**config.mk**
```make
export PLATFORM = sky130hd
export DESIGN_NAME = alu_seq_pipe_flat
export DESIGN_NICKNAME = d
export VERILOG_FILES = /design/src/rtl/alu_seq_pipe_if.sv /design/src/rtl/alu_seq_pipe.sv /design/src/flat_wrapper.sv
export SDC_FILE = /design/constraint.sdc
export NUM_CORES = 1
export LEC_CHECK = 0
export BUFFER_PORTS_ARGS = -buffer_cell sky130_fd_sc_hd__buf_2
export CAP_MARGIN = 25
export CORE_MARGIN = 4
export CORE_UTILIZATION = 35
export CTS_CLUSTER_DIAMETER = 80
export DETAILED_ROUTE_END_ITERATION = 8
export PLACE_DENSITY = 0.56
export SLEW_MARGIN = 20
export SYNTH_ARGS = -nofsm -noshare
export SYNTH_HDL_FRONTEND = slang
export SYNTH_SLANG_ARGS = --single-unit
```
**constraint.sdc**
```tcl
create_clock -name clk -period 3.5 [get_ports clk]
set_input_delay 0.175 -clock clk [delete_from_list [all_inputs] [get_ports clk]]
set_output_delay 0.175 -clock clk [all_outputs]
set_load 0.01 [all_outputs]
```
**src/rtl/alu_seq_pipe_if.sv**
```systemverilog
// alu_seq_pipe_if
// Request/result bus for alu_seq_pipe.
//   master : operand sequencer side (drives in_*, out_ready)
//   slave  : ALU side (drives in_ready, out_*, acc)
// Signals:
//   in_valid/in_ready handshake with in_op, in_a, in_b, in_cin,
//   in_sel_acc, in_wr_acc; out_valid/out_ready handshake with
//   out_result, out_flags {C,Z,N,V}, out_err; acc mirrors the accumulator.
interface alu_seq_pipe_if #(
    parameter int WIDTH = 4
) ();
    logic             in_valid;
    logic             in_ready;
    logic [3:0]       in_op;
    logic [WIDTH-1:0] in_a;
    logic [WIDTH-1:0] in_b;
    logic             in_cin;
    logic             in_sel_acc;
    logic             in_wr_acc;
    logic             out_valid;
    logic             out_ready;
    logic [WIDTH-1:0] out_result;
    logic [3:0]       out_flags;
    logic             out_err;
    logic [WIDTH-1:0] acc;

    modport master (
        output in_valid, in_op, in_a, in_b, in_cin, in_sel_acc, in_wr_acc, out_ready,
        input  in_ready, out_valid, out_result, out_flags, out_err, acc
    );

    modport slave (
        input  in_valid, in_op, in_a, in_b, in_cin, in_sel_acc, in_wr_acc, out_ready,
        output in_ready, out_valid, out_result, out_flags, out_err, acc
    );
endinterface

```
**src/rtl/alu_seq_pipe.sv**
```systemverilog
// alu_seq_pipe
// Two-stage pipelined ALU with an internal accumulator.
//   S1 registers the accepted request; S2 executes it and registers the
//   result, flags {C,Z,N,V} and error bit. The accumulator is written when
//   S2 loads, so dependent accumulator operations can issue back-to-back.
// Ports:
//   clk   : clock, rising edge
//   rst_n : asynchronous active-low reset
//   clr   : synchronous flush of pipeline and accumulator
//   bus   : alu_seq_pipe_if.slave (request/result handshakes, acc)
// Configuration:
//   ALU_SEQ_SAT_EN : when defined, ADD/ADDC/SUB/SUBB saturate on signed
//                    overflow (C keeps the raw carry, V still reports 1).
module alu_seq_pipe #(
    parameter int WIDTH = 4
) (
    input  logic          clk,
    input  logic          rst_n,
    input  logic          clr,
    alu_seq_pipe_if.slave bus
);
    localparam logic [3:0] OP_ADD   = 4'h0;
    localparam logic [3:0] OP_ADDC  = 4'h1;
    localparam logic [3:0] OP_SUB   = 4'h2;
    localparam logic [3:0] OP_SUBB  = 4'h3;
    localparam logic [3:0] OP_AND   = 4'h4;
    localparam logic [3:0] OP_OR    = 4'h5;
    localparam logic [3:0] OP_XOR   = 4'h6;
    localparam logic [3:0] OP_NOR   = 4'h7;
    localparam logic [3:0] OP_PASSA = 4'h8;
    localparam logic [3:0] OP_NOTA  = 4'h9;
    localparam logic [3:0] OP_SHL1  = 4'hA;
    localparam logic [3:0] OP_SHR1  = 4'hB;
    localparam logic [3:0] OP_ASR1  = 4'hC;
    localparam logic [3:0] OP_CMP   = 4'hD;
    localparam logic [3:0] OP_LDACC = 4'hE;
    localparam logic [3:0] OP_RSVD  = 4'hF;

    logic             s1_valid_r;
    logic [3:0]       s1_op_r;
    logic [WIDTH-1:0] s1_a_r;
    logic [WIDTH-1:0] s1_b_r;
    logic             s1_cin_r;
    logic             s1_sel_acc_r;
    logic             s1_wr_acc_r;

    logic             out_valid_r;
    logic [WIDTH-1:0] out_result_r;
    logic [3:0]       out_flags_r;
    logic             out_err_r;
    logic [WIDTH-1:0] acc_r;

    logic             s2_free_s;
    logic             s1_adv_s;
    logic             in_ready_s;
    logic             accept_s;

    logic [WIDTH-1:0] opa_s;
    logic [WIDTH-1:0] bx_s;
    logic             c0_s;
    logic [WIDTH:0]   sum_s;
    logic             add_v_s;
    logic [WIDTH-1:0] res_s;
    logic             c_s;
    logic             z_s;
    logic             n_s;
    logic             v_s;
    logic             err_s;

    assign s2_free_s  = !out_valid_r || bus.out_ready;
    assign s1_adv_s   = s1_valid_r && s2_free_s;
    assign in_ready_s = !clr && (!s1_valid_r || s1_adv_s);
    assign accept_s   = bus.in_valid && in_ready_s;

    assign bus.in_ready   = in_ready_s;
    assign bus.out_valid  = out_valid_r;
    assign bus.out_result = out_result_r;
    assign bus.out_flags  = out_flags_r;
    assign bus.out_err    = out_err_r;
    assign bus.acc        = acc_r;

    // Shared adder: subtraction is a + ~b + carry-in, so the carry out is the not-borrow flag.
    always_comb begin
        opa_s = s1_sel_acc_r ? acc_r : s1_a_r;
        if ((s1_op_r == OP_SUB) || (s1_op_r == OP_SUBB) || (s1_op_r == OP_CMP)) begin
            bx_s = ~s1_b_r;
        end else begin
            bx_s = s1_b_r;
        end
        case (s1_op_r)
            OP_ADDC: c0_s = s1_cin_r;
            OP_SUB:  c0_s = 1'b1;
            OP_SUBB: c0_s = s1_cin_r;
            OP_CMP:  c0_s = 1'b1;
            default: c0_s = 1'b0;
        endcase
        sum_s   = {1'b0, opa_s} + {1'b0, bx_s} + {{WIDTH{1'b0}}, c0_s};
        add_v_s = (opa_s[WIDTH-1] == bx_s[WIDTH-1]) && (sum_s[WIDTH-1] != opa_s[WIDTH-1]);
    end

    // Result and flag selection for the operation held in S1.
    always_comb begin
        res_s = {WIDTH{1'b0}};
        c_s   = 1'b0;
        v_s   = 1'b0;
        err_s = 1'b0;
        case (s1_op_r)
            OP_ADD, OP_ADDC, OP_SUB, OP_SUBB: begin
                res_s = sum_s[WIDTH-1:0];
                c_s   = sum_s[WIDTH];
                v_s   = add_v_s;
`ifdef ALU_SEQ_SAT_EN
                // Overflow needs equal operand signs, so A's sign gives the direction.
                if (add_v_s) begin
                    res_s = opa_s[WIDTH-1] ? {1'b1, {(WIDTH-1){1'b0}}} : {1'b0, {(WIDTH-1){1'b1}}};
                end else begin
                    res_s = sum_s[WIDTH-1:0];
                end
`endif
            end
            OP_AND:   res_s = opa_s & s1_b_r;
            OP_OR:    res_s = opa_s | s1_b_r;
            OP_XOR:   res_s = opa_s ^ s1_b_r;
            OP_NOR:   res_s = ~(opa_s | s1_b_r);
            OP_PASSA: res_s = opa_s;
            OP_NOTA:  res_s = ~opa_s;
            OP_SHL1: begin
                res_s = {opa_s[WIDTH-2:0], 1'b0};
                c_s   = opa_s[WIDTH-1];
            end
            OP_SHR1: begin
                res_s = {1'b0, opa_s[WIDTH-1:1]};
                c_s   = opa_s[0];
            end
            OP_ASR1: begin
                res_s = {opa_s[WIDTH-1], opa_s[WIDTH-1:1]};
                c_s   = opa_s[0];
            end
            OP_CMP: begin
                res_s = opa_s;
                c_s   = sum_s[WIDTH];
                v_s   = add_v_s;
            end
            OP_LDACC: res_s = opa_s;
            OP_RSVD:  err_s = 1'b1;
            default:  err_s = 1'b1;
        endcase
        // CMP reports the flags of the subtraction, not of the passed-through operand.
        if (s1_op_r == OP_CMP) begin
            z_s = (sum_s[WIDTH-1:0] == {WIDTH{1'b0}});
            n_s = sum_s[WIDTH-1];
        end else if (s1_op_r == OP_RSVD) begin
            z_s = 1'b0;
            n_s = 1'b0;
        end else begin
            z_s = (res_s == {WIDTH{1'b0}});
            n_s = res_s[WIDTH-1];
        end
    end

    // S1: capture accepted requests; empties when its content moves to S2.
    always_ff @(posedge clk or negedge rst_n) begin
        if (!rst_n) begin
            s1_valid_r   <= 1'b0;
            s1_op_r      <= 4'h0;
            s1_a_r       <= {WIDTH{1'b0}};
            s1_b_r       <= {WIDTH{1'b0}};
            s1_cin_r     <= 1'b0;
            s1_sel_acc_r <= 1'b0;
            s1_wr_acc_r  <= 1'b0;
        end else if (clr) begin
            s1_valid_r   <= 1'b0;
        end else if (accept_s) begin
            s1_valid_r   <= 1'b1;
            s1_op_r      <= bus.in_op;
            s1_a_r       <= bus.in_a;
            s1_b_r       <= bus.in_b;
            s1_cin_r     <= bus.in_cin;
            s1_sel_acc_r <= bus.in_sel_acc;
            s1_wr_acc_r  <= bus.in_wr_acc;
        end else if (s1_adv_s) begin
            s1_valid_r   <= 1'b0;
        end
    end

    // S2: register result/flags; holds them stable until the consumer takes them.
    always_ff @(posedge clk or negedge rst_n) begin
        if (!rst_n) begin
            out_valid_r  <= 1'b0;
            out_result_r <= {WIDTH{1'b0}};
            out_flags_r  <= 4'h0;
            out_err_r    <= 1'b0;
        end else if (clr) begin
            out_valid_r  <= 1'b0;
            out_result_r <= {WIDTH{1'b0}};
            out_flags_r  <= 4'h0;
            out_err_r    <= 1'b0;
        end else if (s1_adv_s) begin
            out_valid_r  <= 1'b1;
            out_result_r <= res_s;
            out_flags_r  <= {c_s, z_s, n_s, v_s};
            out_err_r    <= err_s;
        end else if (bus.out_ready) begin
            out_valid_r  <= 1'b0;
        end
    end

    // Accumulator: updated together with the S2 load so the next S1 entry sees it.
    always_ff @(posedge clk or negedge rst_n) begin
        if (!rst_n) begin
            acc_r <= {WIDTH{1'b0}};
        end else if (clr) begin
            acc_r <= {WIDTH{1'b0}};
        end else if (s1_adv_s && (s1_wr_acc_r || (s1_op_r == OP_LDACC))) begin
            acc_r <= res_s;
        end
    end
endmodule
```
**src/flat_wrapper.sv**
```systemverilog
// flat-port wrapper written by rule: the top's interface ports become plain ports
module alu_seq_pipe_flat 
#(
    parameter int WIDTH = 4
)
  (clk, rst_n, clr, bus_in_valid, bus_in_op, bus_in_a, bus_in_b, bus_in_cin, bus_in_sel_acc, bus_in_wr_acc, bus_out_ready, bus_in_ready, bus_out_valid, bus_out_result, bus_out_flags, bus_out_err, bus_acc);
  alu_seq_pipe_if #(.WIDTH(WIDTH)) bus_i ();
  input  logic clk;
  input  logic rst_n;
  input  logic clr;
  input wire logic [$bits(bus_i.in_valid)-1:0] bus_in_valid;
  input wire logic [$bits(bus_i.in_op)-1:0] bus_in_op;
  input wire logic [$bits(bus_i.in_a)-1:0] bus_in_a;
  input wire logic [$bits(bus_i.in_b)-1:0] bus_in_b;
  input wire logic [$bits(bus_i.in_cin)-1:0] bus_in_cin;
  input wire logic [$bits(bus_i.in_sel_acc)-1:0] bus_in_sel_acc;
  input wire logic [$bits(bus_i.in_wr_acc)-1:0] bus_in_wr_acc;
  input wire logic [$bits(bus_i.out_ready)-1:0] bus_out_ready;
  output wire logic [$bits(bus_i.in_ready)-1:0] bus_in_ready;
  output wire logic [$bits(bus_i.out_valid)-1:0] bus_out_valid;
  output wire logic [$bits(bus_i.out_result)-1:0] bus_out_result;
  output wire logic [$bits(bus_i.out_flags)-1:0] bus_out_flags;
  output wire logic [$bits(bus_i.out_err)-1:0] bus_out_err;
  output wire logic [$bits(bus_i.acc)-1:0] bus_acc;
  assign bus_i.in_valid = bus_in_valid;
  assign bus_i.in_op = bus_in_op;
  assign bus_i.in_a = bus_in_a;
  assign bus_i.in_b = bus_in_b;
  assign bus_i.in_cin = bus_in_cin;
  assign bus_i.in_sel_acc = bus_in_sel_acc;
  assign bus_i.in_wr_acc = bus_in_wr_acc;
  assign bus_i.out_ready = bus_out_ready;
  assign bus_in_ready = bus_i.in_ready;
  assign bus_out_valid = bus_i.out_valid;
  assign bus_out_result = bus_i.out_result;
  assign bus_out_flags = bus_i.out_flags;
  assign bus_out_err = bus_i.out_err;
  assign bus_acc = bus_i.acc;
  alu_seq_pipe #(.WIDTH(WIDTH)) u_core (.clk(clk), .rst_n(rst_n), .clr(clr), .bus(bus_i));
endmodule
```
* After elaboration in Yosys (flattened, before gate mapping)
Cells that the tools add are included.
** Word-level totals
- Bits in registers :: 30
- Bits in latches :: 0
- Memory bits (writable) :: 0
- Memory bits (read-only) :: 0
- Output and inout bits :: 15
- Word-level logic and storage cells :: 90
- Memories kept :: 0
** Operators by class
- Add/sub/neg operators :: 2
- Multiply operators :: 0
- Divide/modulo/power cells :: 0
- Magnitude comparators :: 0
- Equality and inequality tests :: 17
- Shifts and indexed selects :: 0
- Muxes and demuxes :: 25
- Bitwise operators :: 7
- Reductions and logical operators :: 27
** Operator list (number)
- 4-bit case mux with 10 select lines :: 1
- 4-bit == test (second input constant) :: 8
- 4-bit 2-to-1 mux :: 8
- 4-bit by 3-bit == test with 1-bit output (second input constant) :: 4
- 1-bit 2-to-1 mux :: 14
- 4-bit logical NOT :: 3
- 4-bit inverter :: 3
- 4-bit by 2-bit == test with 1-bit output (second input constant) :: 2
- 3-bit nonzero test :: 2
- 2-bit OR reduction :: 3
- 4-bit by 4-bit adder with 5-bit output :: 1
- 5-bit by 1-bit adder with 5-bit output :: 1
- 1-bit logical AND :: 5
- 1-bit logical OR :: 5
- 5-bit OR reduction :: 1
- 4-bit bitwise AND :: 1
- 4-bit by 1-bit == test with 1-bit output (second input constant) :: 1
- 4-bit bitwise OR :: 1
- 2-bit nonzero test :: 2
- 4-bit OR reduction :: 1
- 4-bit bitwise XOR :: 1
- 1-bit logical NOT :: 3
- 1-bit case mux with 3 select lines :: 1
- 3-bit OR reduction :: 1
- 5 further kinds :: 5

* Longest topological paths before layout
Gate-level depths: netlist of run 1.
- Word-level depth :: 12
- Depth in mapped cells :: 14
- Gate-level depth less buffers :: 12

* Worst setup path after synthesis of run 1
No wires, ideal clock.
- Kind :: reg-to-reg
- From :: register u_core.s1_op_r[2]
- To :: register u_core.out_flags_r[2], in the netlist u_core.bus.out_flags[2]
- Library setup time :: 104 ps
- Arrival :: 2823 ps
- Required time :: 3396 ps
- Slack :: 574 ps
- Cell stages (with the launch flop) :: 13
- Buffers on the path :: 2
- Period minus slack after synthesis :: 2926 ps
- Path through :: dfrtp_1 buf_2 and4b_1 clkbuf_1 a21oi_1 xnor2_1 fa_1 inv_1 fa_1 xor2_1 o211ai_1 a21o_1 o41ai_2
** Between the ends
- Cells in the longest elaborated chain, start to end :: 12
- Elaborated cells on any way between the ends :: 33
- Classes of those cells :: add/sub (2); eq/ne (15); mux (7); reduce/logical (9)
** RTL lines
- start, declared :: line alu_seq_pipe.sv:40 : logic [3:0] s1_op_r;
- start signal, assigned :: line alu_seq_pipe.sv:175 : s1_op_r <= bus.in_op;
- 4-bit by 2-bit == test with 1-bit output :: line alu_seq_pipe.sv:85, alu_seq_pipe.sv:90, alu_seq_pipe.sv:107
- 1-bit logical OR (2 in series) :: line alu_seq_pipe.sv:85 : if ((s1_op_r == OP_SUB) || (s1_op_r == OP_SUBB) || (s1_op_r == OP_CMP)) begin
- 4-bit 2-to-1 mux :: line alu_seq_pipe.sv:85
- 4-bit by 4-bit adder with 5-bit output :: line alu_seq_pipe.sv:97 : sum_s = {1'b0, opa_s} + {1'b0, bx_s} + {{WIDTH{1'b0}}, c0_s};
- 5-bit by 1-bit adder with 5-bit output :: line alu_seq_pipe.sv:97
- 4-bit case mux with 10 select lines :: line alu_seq_pipe.sv:107 : case (s1_op_r)
- 4-bit logical NOT :: line alu_seq_pipe.sv:156 : z_s = (res_s == {WIDTH{1'b0}});
- 1-bit 2-to-1 mux :: line alu_seq_pipe.sv:152 : end else if (s1_op_r == OP_RSVD) begin
- 1-bit 2-to-1 mux (*) :: line alu_seq_pipe.sv:149 : if (s1_op_r == OP_CMP) begin
- 4-bit 2-to-1 mux (*) :: line alu_seq_pipe.sv:198 : end else if (s1_adv_s) begin
- 4-bit 2-to-1 mux (*) :: line alu_seq_pipe.sv:193 : end else if (clr) begin
- end signal, assigned :: line alu_seq_pipe.sv:201 : out_flags_r <= {c_s, z_s, n_s, v_s};
- end, declared :: line alu_seq_pipe.sv:49 : logic [3:0] out_flags_r;
Every way passes the cells marked *; elsewhere a longest branch is shown, timed or not. The select of a mux whose other input is x is not followed.
A chain may end at the register's enable or synchronous reset.

* Worst setup path after layout of run 1
- From :: register u_core.s1_op_r[3]
- To :: register u_core.out_flags_r[2], in the netlist u_core.bus.out_flags[2]
Same word-level chain as after synthesis.

==> key figures, run 1 <==
Routing
  • 1st-pass router iterations: 4
  • DR vias: ~1900
  • DR vias/cell: around 5.5
  • Routed length per instance: about 17 µm
  • DRT antenna net count: 0
  • DRC Markers: 0
  • Routed wire length: between 5000 and 6000 µm
  • Detailed Route Iter0 Violations: 120

STA
  • RSZ-0062 raised after global routing: no
  • Relative slew margins: 55.2%
  • Tmin final: 2.97 ns
  • Tcrit/Tclk final: 84.9%
  • Hold Slack: approximately 0.13 ns
  • Final Hold Violating Endpoints: 0
  • Worst Max-Slew Pin Slew: 0.673 ns
  • Final setup fails: 0
  • Total negative slack: 0 ns
  • Final Max Slew Viols: 0
  • Max frequency: roughly 0.34 GHz
  • Skew final: approximately 0.0047 ns

Logic synthesis
  • Most frequent cell after synthesis: dfrtp_1
  • Top cells by count, synth: dfrtp_1 (30), mux2_2 (15), nor2_1 (13)
  • Mapped Nets: approximately 270
  • Area contributors post-synth: dfrtp_1 (34%), mux2_2 (7.6%), ha_1 (6.2%)
  • Post-synth EDFFs: 0
  • Avg Cell Area, Syn: between 9 and 10 µm²
  • Seq cells post-synth: 30
  • Top cell type's share of synthesized area: ~34%
  • Mapped cell area: 2230 µm²
  • Yosys warns: 0
  • Main synth FF type: dfrtp_1
  • Syn Inst Count: ~230
  • Sequential share of the synthesized area: 33.7%
  • Area leader, netlist: dfrtp_1
  • Netlist cell types: 62
  • Async S/R FF share, synth: 100%

Critical path
  • Setup crit start kind: register
  • Worst Reg-to-Reg Cells: 10
  • Critical Path Start: u_core.s1_op_r[3]
  • CP Data Arrival Time: roughly 3.2 ns
  • Crit Path Class: register to register
  • WP data required: between 3 and 4 ns
  • Crit end category: register
  • RR Startpoint: u_core.s1_op_r[3]
  • Max FO, Critical Path: 6

Placement
  • Post-detail-place hpwl: ~4200 µm
  • Routability cong.: just under 1
  • # port buffers: 34

Die
  • FP Rows: 28
  • Die Y: roughly 88 µm
  • # IOs: 35
  • Die area: 7710 µm²
  • Core ar.: between 6000 and 7000 µm²
  • Die X: between 80 and 90 µm
  • Initial core utilization: between 30% and 40%

Run
  • Total of max-cap violations: 0

Cells and area
  • Ant. Diodes: 0
  • Share of layout cells above drive strength 1: 27.1%
  • Synthesis-to-layout area growth: 13.9%
  • Layout Nets: between 200 and 300

Pwr
  • Power Density: between 400 and 500 nW/µm²
  • Peak VDD IR: around 0.25 mV
  • Leakage: approximately 1.2 nW
  • Final Total Pwr: 0.00123 W

Clocking
  • CTS tree: yes
  • Clock sinks: 30
  • Cts repair resizes: 0
  • Number of setup buffers added after CTS: 0
  • Reg clk slew, reported paths: about 0.060 ns
  • Hold Buf Count CTS: 1
  • CTS H-Tree Depth: 2
  • Worst-Skew Late Latency: around 0.28 ns
  • Clk buf depth: 2
  • CTS root buf: clkbuf_8
  • Num CTS Buffers: 5

Global routing
  • Tot GR Track Use: between 15 and 20%
  • Initial antenna violation count: 0
  • First-pass GRT wire length: 9510 µm
  • Vias in the first global route: 1859
  • Congestion Overflow GR: 0
  • Largest net degree at the start of global routing: 31

Worst hold path
  • Hold/Removal Path Class: input port to register
  • Hold Path Origin: bus_in_valid
  • WHS Path Cells: 3

Status
  • Outcome: finished clean
per-layer routing:
| layer | global-route usage [%] | up-vias | part of all wire (%) |
|---|---|---|---|
| met5 | 0 | - | 0 |
| met4 | 3.91 | 0 | 1.4 |
| met3 | 2.63 | 7 | 3.9 |
| met2 | 26.7 | 44 | 50 |
| met1 | 20.8 | 915 | 45 |
| li1 | - | 904 | - |
critical path, stage by stage, from the launching register on:
cell      delay (ns)
dfrtp_1         0.42
and4b_1         0.30
a21oi_1         0.40
xnor2_1         0.21
fa_1            0.23
inv_1           0.05
fa_1            0.39
xor2_1          0.22
o211ai_1        0.11
a21o_1          0.21
o41ai_2         0.33
flip-flops by register name (all words and copies together), names as in the netlist:
name                   count
u_core.bus.acc             4
u_core.bus.out_flags       4
u_core.bus.out_result      4
u_core.s1_a_r              4
u_core.s1_b_r              4
u_core.s1_op_r             4
u_core.bus.out_err         1
u_core.bus.out_valid       1
u_core.s1_cin_r            1
u_core.s1_sel_acc_r        1
u_core.s1_valid_r          1
u_core.s1_wr_acc_r         1
placed cells by master, fill, tap and decap left out, drive strengths merged, types with 7 or more instances in the layout:
cell type and n:
nor2 13, ha 11, a21oi 10, dfrtp 30, nand2 11, buf 38
nor2b 7, nand2b 10, mux2 16, o21ai 7, inv 14
worst paths after layout:
kind / endpoint / slack (ns)
max: u_core.bus.out_flags[2] / 0.53
min: u_core.s1_valid_r / 0.13
max reg2reg: u_core.bus.out_flags[2] / 0.53
min reg2reg: u_core.s1_wr_acc_r / 0.50
max in group asynchronous: u_core.bus.out_result[2] / 2.59
min in group asynchronous: u_core.s1_op_r[3] / 0.47
layout make-up:
class                           count  area (µm²)
Tap cell                           75        93.8
Clock buffer                        6        82.6
Sequential cell                    30         751
Timing Repair Buffer               39         210
Inverter                           14        52.6
Fill cell                         580        3520
Multi-Input combinational cell    173        1350
per-stage QoR:
stage | cells | utilization (%) | area (µm²) | setup WS [ns]
after floorplan | 232 | - | 2230 | 0.574
after global placement | 330 | 40.4 | 2450 | 0.630
after detailed placement | 330 | 40.4 | 2450 | 0.549
after CTS | 337 | 41.9 | 2540 | 0.522
after global routing | 337 | 41.9 | 2540 | 0.239
final | 337 | 41.9 | 2540 | 0.528
cell families after synthesis:
| group | Yosys count | synth area share, % |
|---|---|---|
| and+or+nand+nor | 78 | 20.8 |
| adders and majority gates | 13 | 7.97 |
| muxes | 22 | 11.7 |
| AOI/OAI and AO/OA | 54 | 17.7 |
| DFF | 30 | 33.7 |
| buffers and inverters | 29 | 5.78 |
| xor gates and xnor gates | 6 | 2.36 |
where the power goes:
group	internal [W]	switching (W)	leakage (nW)
Combinational	0.000226	0.000308	0.778
Clock	0.000151	0.000122	0.0431
Sequential	0.000386	0.0000402	0.380
Power figures use the tool's default switching activity.
==> run 2: changes to the inputs <==
Clock period 3.5 ns to 2.8 ns, I/O delays scaled along.
==> run 2 against run 1 <==
Effect of this change: critical path depth stayed put; clock power is 24% higher; die area stayed put; cell area is 4.5% higher; register-to-register slack worse by 0.41 ns; non-clock buffer count is 12 higher.
==> key figures, run 2 (same netlist as run 1, synthesis figures left out) <==
Die
  • Initial core utilization: 36.8% (unchanged)
  • # IOs: 35 (unchanged)
  • Die X: 87.8 µm (unchanged)
  • FP Rows: 28 (unchanged)
  • Die area: 7710 µm² (unchanged)
  • Die Y: 87.8 µm (unchanged)
  • Core ar.: 6060 µm² (unchanged)

Pwr
  • Peak VDD IR: 0.314 mV (+28%)
  • Power Density: 614 nW/µm² (+26%)
  • Leakage: 1.27 nW (+5.5%)

Critical path
  • Crit-path leading delay family: compound AO/OA/AOI/OAI gates
  • Crit-path cells: and4b_1, a21oi_2, xnor2_2, fa_1, inv_1, fa_2, xor2_2, o211ai_1, a21o_1, o41ai_2
  • Crit end category: register
  • Slowest stage delay, CP: 0.45 ns (+0.03 ns)
  • CP Data Arrival Time: 2.86 ns (-0.29 ns)
  • Max FO, Critical Path: 7 (+1)
  • Setup crit start kind: register
  • CP max-delay cell: dfrtp_2
  • WP data required: 2.98 ns (-0.70 ns)
  • Crit Path Class: register to register
  • Crit path buffers/inverters: 1 (unchanged)

STA
  • Final setup fails: 0 (unchanged)
  • Tcrit/Tclk final: 95.9% (+11 points)
  • Final Hold Violating Endpoints: 0 (unchanged)
  • Max frequency: 0.372 GHz (+11%)
  • Relative slew margins: 54.8% (-0.34 points)
  • Final Max Slew Viols: 0 (unchanged)
  • Hold Slack: 0.0916 ns (-0.0376 ns)
  • Worst Max-Slew Pin Slew: 0.678 ns (+0.00515 ns)
  • Tmin final: 2.68 ns (-0.287 ns)
  • Skew final: 0.00699 ns (+0.00234 ns)

Routing
  • 1st-pass router iterations: 4 (unchanged)
  • DRT antenna net count: 0 (unchanged)
  • Routed length per instance: 16.7 µm (+1.3%)
  • Detailed Route Iter0 Violations: 148 (+23%)
  • Routed wire length: 5840 µm (+4.9%)
  • DR vias/cell: 5.53 (-0.39%)
  • DR vias: 1929 (+3.2%)
  • DRC Markers: 0 (unchanged)

Clocking
  • Clock sinks: 30 (unchanged)
  • Num CTS Buffers: 5 (unchanged)
  • CTS H-Tree Depth: 2 (unchanged)
  • Reg clk slew, reported paths: 0.06 ns (about the same)
  • Worst-Skew Late Latency: 0.28 ns (about the same)
  • CTS tree: yes
  • CTS root buf: clkbuf_8
  • Clk buf depth: 2 (unchanged)

Global routing
  • GR Util met1: 20.8% (+0.036 points)
  • First-pass GRT wire length: 9420 µm (-0.95%)
  • Initial antenna violation count: 0 (unchanged)
  • Largest net degree at the start of global routing: 31 (unchanged)
  • Tot GR Track Use: 15.9% (+0.17 points)
  • Met3 Track Usage GR: 2.92% (+0.28 points)
  • GRT Max-Usage Layer: met2
  • Vias in the first global route: 1905 (+2.5%)
  • Congestion Overflow GR: 0 (unchanged)
  • GRT met2 Usage: 26.5% (-0.21 points)

Cells and area
  • Utilization after layout: 43.8% (+1.9 points)
  • Most frequent cells in the layout: buf_2 (34), dfrtp_1 (29), buf_4 (16), mux2_2 (15), nor2_1 (12)
  • Commonest non-fill, non-tap cell in the layout: buf_2
  • Share of layout cells above drive strength 1: 32.5% (+5.4 points)
  • # fillers: 599 (+3.3%)
  • Layout Nets: 308 (+4.1%)
  • Synthesis-to-layout area growth: 19.1%
  • Ant. Diodes: 0 (unchanged)
  • Cell Count, Final, Fillers Out: 349 (+3.6%)

Placement
  • Post-detail-place hpwl: 4430 µm (+4.6%)
  • DP Cell Count: 341 (+3.3%)
  • # port buffers: 34 (unchanged)
  • Routability cong.: 0.951 (-2.5%)

Worst hold path
  • Hold/Removal Path Class: input port to register

Run
  • Total of max-cap violations: 0 (unchanged)

Status
  • Outcome: finished clean
[run 2: cell count changes in the layout (fill, tap and decap cells not counted)]
cell	before	now
xor2_2	0	1
fa_1	2	1
a21oi_1	10	9
xor2_1	1	0
fa_2	0	1
a21oi_2	0	1
xnor2_2	0	1
dfrtp_2	0	1
nor2_1	13	12
nor2_2	0	1
xnor2_1	5	4
buf_4	4	16
dfrtp_1	30	29
[run 2: per-layer routing]
layer / routed length (µm) / vias up
li1: - / 931
met1: 2620 / 931
met2: 2830 / 51
met3: 240 / 16
met4: 150 / 0
met5: 0 / -
[run 2: repair_timing]
item	CTS	global route
endpoints found under the hold margin	30	0
gates resized for setup	0	4
hold buffers	1	0
endpoints found under the setup margin	0	1
buffers inserted	0	1
[run 2: final cells by class]
type / instances / area [µm²] / area share [%]
inverter: 14 / 52.6 / 1.98
multi-input combinational: 173 / 1370 / 51.7
tap: 75 / 93.8 / 3.54
clock buffer: 6 / 82.6 / 3.11
sequential: 30 / 752 / 28.3
timing repair buffer: 51 / 300 / 11.3
[run 2: worst paths after layout]
check                                    from                       to  cells past startpoint  slack [ns]
max                         u_core.s1_op_r[2]  u_core.bus.out_flags[2]                     10        0.12
min                               bus_in_b[1]         u_core.s1_b_r[1]                      2        0.09
max reg2reg                 u_core.s1_op_r[2]  u_core.bus.out_flags[2]                     10        0.12
min reg2reg                u_core.s1_wr_acc_r       u_core.s1_wr_acc_r                      1        0.51
max in group asynchronous               rst_n        u_core.s1_op_r[2]                      2        1.88
min in group asynchronous               rst_n        u_core.bus.acc[1]                      2        0.44
[run 2: where the power goes]
part | internal, W | switching, W
Combinational | 0.000336 | 0.000417
Clock | 0.000189 | 0.000150
Sequential | 0.000484 | 0.0000539
Total | 0.00101 | 0.000621
[run 2: stage by stage]
step	setup WS [ns]	cell area [µm²]	power, W	TNS, ns
CTS	0.121	2630	0.00160	0
floorplan	0.00462	2230	0.00103	0
detailed placement	0.115	2530	0.00125	0
global route	-0.0260	2650	0.00174	-0.0487
finish	0.115	2650	0.00163	0
global placement	0.172	2530	0.00125	0
==> run 3: changes to the inputs <==
Settings changed: CORE_ASPECT_RATIO set to 1.25, HOLD_SLACK_MARGIN set to 0.1.
==> run 3 against run 2 <==
Effect of this change: non-clock buffer count grew 13; highest routed layer unchanged; cell count is 6.6% higher; via count up 1.7%; sequential share of layout area down 1.3 points; die area is 0.11% higher.
==> key figures, run 3 (same netlist as run 1, synthesis figures left out) <==
Status
  • Outcome: finished clean

Clocking
  • Number of setup buffers added after CTS: 0 (unchanged)
  • CTS H-Tree Depth: 2 (unchanged)
  • Clock sinks: 30 (unchanged)
  • CTS root buf: clkbuf_8
  • Reg clk slew, reported paths: 0.06 ns (about the same)
  • Worst-Skew Late Latency: 0.28 ns (about the same)
  • Num CTS Buffers: 5 (unchanged)
  • Clk buf depth: 2 (unchanged)
  • CTS tree: yes

STA
  • RSZ-0062 raised after global routing: no
  • Max frequency: 0.380 GHz (+2.1%)
  • Skew final: 0.00440 ns (-0.00259 ns)
  • Relative slew margins: 55.6% (+0.74 points)
  • Final setup fails: 0 (unchanged)
  • Final Hold Violating Endpoints: 0 (unchanged)
  • Worst Max-Slew Pin Slew: 0.667 ns (-0.0111 ns)
  • Final Max Slew Viols: 0 (unchanged)
  • Tcrit/Tclk final: 93.9% (-1.9 points)
  • Tmin final: 2.63 ns (-0.0545 ns)
  • Total negative slack: 0 ns (unchanged)

Global routing
  • Largest net degree at the start of global routing: 31 (unchanged)
  • Tot GR Track Use: 16.4% (+0.55 points)
  • Congestion Overflow GR: 0 (unchanged)
  • Initial antenna violation count: 0 (unchanged)
  • First-pass GRT wire length: 9940 µm (+5.5%)
  • Vias in the first global route: 1983 (+4.1%)

Pwr
  • Clock power frac: 21.3% (+0.5 points)
  • Net Sw Frac: 37.9% (-0.23 points)
  • Final Total Pwr: 0.00161 W (-1.3%)
  • Peak VDD IR: 0.323 mV (+3.1%)
  • Internal power: 0.000999 W (-0.92%)
  • Leakage: 1.31 nW (+3.7%)
  • Seq pwr share: 33.1% (about the same)
  • Switching power total: 0.000609 W (-1.9%)
  • Power Density: 578 nW/µm² (-5.8%)
  • Combinational Power Share: 45.6% (-0.6 points)

Cells and area
  • Most frequent cells in the layout: buf_2 (34), dfrtp_1 (30), mux2_2 (15), dlygate4sd3_1 (15), buf_4 (15)
  • Layout Nets: 321 (+4.2%)
  • Ant. Diodes: 0 (unchanged)
  • Share of layout cells above drive strength 1: 29.3% (-3.2 points)
  • Commonest non-fill, non-tap cell in the layout: buf_2
  • Synthesis-to-layout area growth: 24.8%
  • # fillers: 638 (+6.5%)
  • Fin area: 2780 µm² (+4.8%)

Die
  • FP Rows: 32 (+14%)
  • # IOs: 35 (unchanged)
  • Initial core utilization: 36.1% (-0.63 points)
  • Die X: 79.4 µm (-9.6%)
  • Die area: 7720 µm² (+0.11%)
  • Die Y: 97.2 µm (+11%)
  • Core ar.: 6170 µm² (+1.7%)

Critical path
  • WP data required: 2.98 ns (about the same)
  • Worst Reg-to-Reg Cells: 10 (unchanged)
  • Crit end category: register
  • Crit Path Class: register to register
  • Most frequent cell on the critical path: fa_1
  • CP max-delay cell: dfrtp_1
  • R2R Setup Slk: 0.17 ns (+0.05 ns)
  • Crit-path cells: and4b_1, a21oi_2, xnor2_1, fa_1, inv_1, fa_1, xor2_1, o211ai_1, a21o_1, o41ai_2
  • Slowest stage delay, CP: 0.43 ns (-0.02 ns)
  • Setup crit start kind: register
  • RR Endpoint: u_core.bus.out_flags[2]
  • CP Data Arrival Time: 2.81 ns (-0.05 ns)
  • Max FO, Critical Path: 6 (-1)
  • RR Startpoint: u_core.s1_op_r[2]

Routing
  • DRC Markers: 0 (unchanged)
  • Detailed Route Iter0 Violations: 74 (-50%)
  • DR vias: 1961 (+1.7%)
  • 1st-pass router iterations: 4 (unchanged)
  • DR vias/cell: 5.27 (-4.6%)
  • Routed length per instance: 16.1 µm (-3.7%)
  • DRT antenna net count: 0 (unchanged)
  • Routed wire length: 6000 µm (+2.7%)

Worst hold path
  • WHS Path Cells: 2 (unchanged)
  • Hold Path Origin: bus_in_op[2]
  • Hold endpoint: u_core.s1_op_r[2]
  • Hold/Removal Path Class: input port to register

Placement
  • # port buffers: 34 (unchanged)
  • Dpl cell area: 2550 µm² (+0.49%)
  • Routability cong.: 0.881 (-7.3%)
  • Post-detail-place hpwl: 4620 µm (+4.4%)

Run
  • Total of max-cap violations: 0 (unchanged)
[run 3: power groups by stage]
| stage | Combinational [W] | Sequential [W] | Clock (W) |
|---|---|---|---|
| after detailed placement | 0.000712 | 0.000541 | 0 |
| after CTS | 0.000731 | 0.000533 | 0.000357 |
| final | 0.000733 | 0.000532 | 0.000343 |
| after floorplan | 0.000502 | 0.000532 | 0 |
| after global placement | 0.000706 | 0.000539 | 0 |
| after global routing | 0.000809 | 0.000538 | 0.000374 |
[run 3: stage by stage]
| stage | setup slack, ns | instances | utilization, % | hold WS [ns] |
|---|---|---|---|---|
| after floorplan | 0.00462 | 232 | - | -0.156 |
| after global placement | 0.265 | 351 | 41.3 | 0.216 |
| after detailed placement | 0.169 | 351 | 41.3 | 0.211 |
| after CTS | 0.164 | 372 | 45.1 | 0.102 |
| after global routing | 0.0347 | 372 | 45.1 | 0.103 |
| final | 0.170 | 372 | 45.1 | 0.110 |
[run 3: final cells by class]
class / instances / area [µm²] / share of cell area (%)
Multi-Input combinational cell: 173 / 1360 / 48.7
Sequential cell: 30 / 751 / 27.0
Timing Repair Buffer: 64 / 433 / 15.6
Tap cell: 85 / 106 / 3.83
Clock buffer: 6 / 82.6 / 2.97
Inverter: 14 / 52.6 / 1.89
[run 3: worst max path at each step]
stage / startpoint / to / slack (ns) / cells past startpoint
2_1_floorplan: u_core.s1_op_r[2] / u_core.bus.out_flags[2] / 0.005 / 12
3_3_place_gp: u_core.s1_op_r[3] / u_core.bus.out_result[3] / 0.26 / 10
3_5_place_dp: u_core.s1_op_r[2] / u_core.bus.out_flags[2] / 0.17 / 10
4_1_cts: u_core.s1_op_r[3] / u_core.bus.out_flags[2] / 0.16 / 10
5_1_grt: u_core.s1_op_r[2] / u_core.bus.out_flags[2] / 0.03 / 10
6_report: u_core.s1_op_r[2] / u_core.bus.out_flags[2] / 0.17 / 10
[run 3: repair_timing]
item	4_1_cts	5_1_grt
endpoints found under the hold margin	44	0
resized for setup	0	0
hold buffers	15	0
[run 3: critical path: cells and delay by family, from the launching register on]
| kind | cells | cell delay [ns] |
|---|---|---|
| fa+ha+maj | 2 | 0.62 |
| simple gates | 1 | 0.23 |
| compound gates | 4 | 0.82 |
| xor+xnor | 2 | 0.36 |
| flops | 1 | 0.43 |
| buf+inv | 1 | 0.06 |
[run 3: routing by layer]
metal / wire (µm) / GRT usage, % / share of wire, % / vias to the layer above
met4: 129 / 6.61 / 2.2 / 0
met5: 0 / 0 / 0 / -
li1: - / - / - / 957
met3: 152 / 2.41 / 2.5 / 12
met2: 3120 / 28.5 / 52 / 41
met1: 2600 / 20.0 / 43 / 951
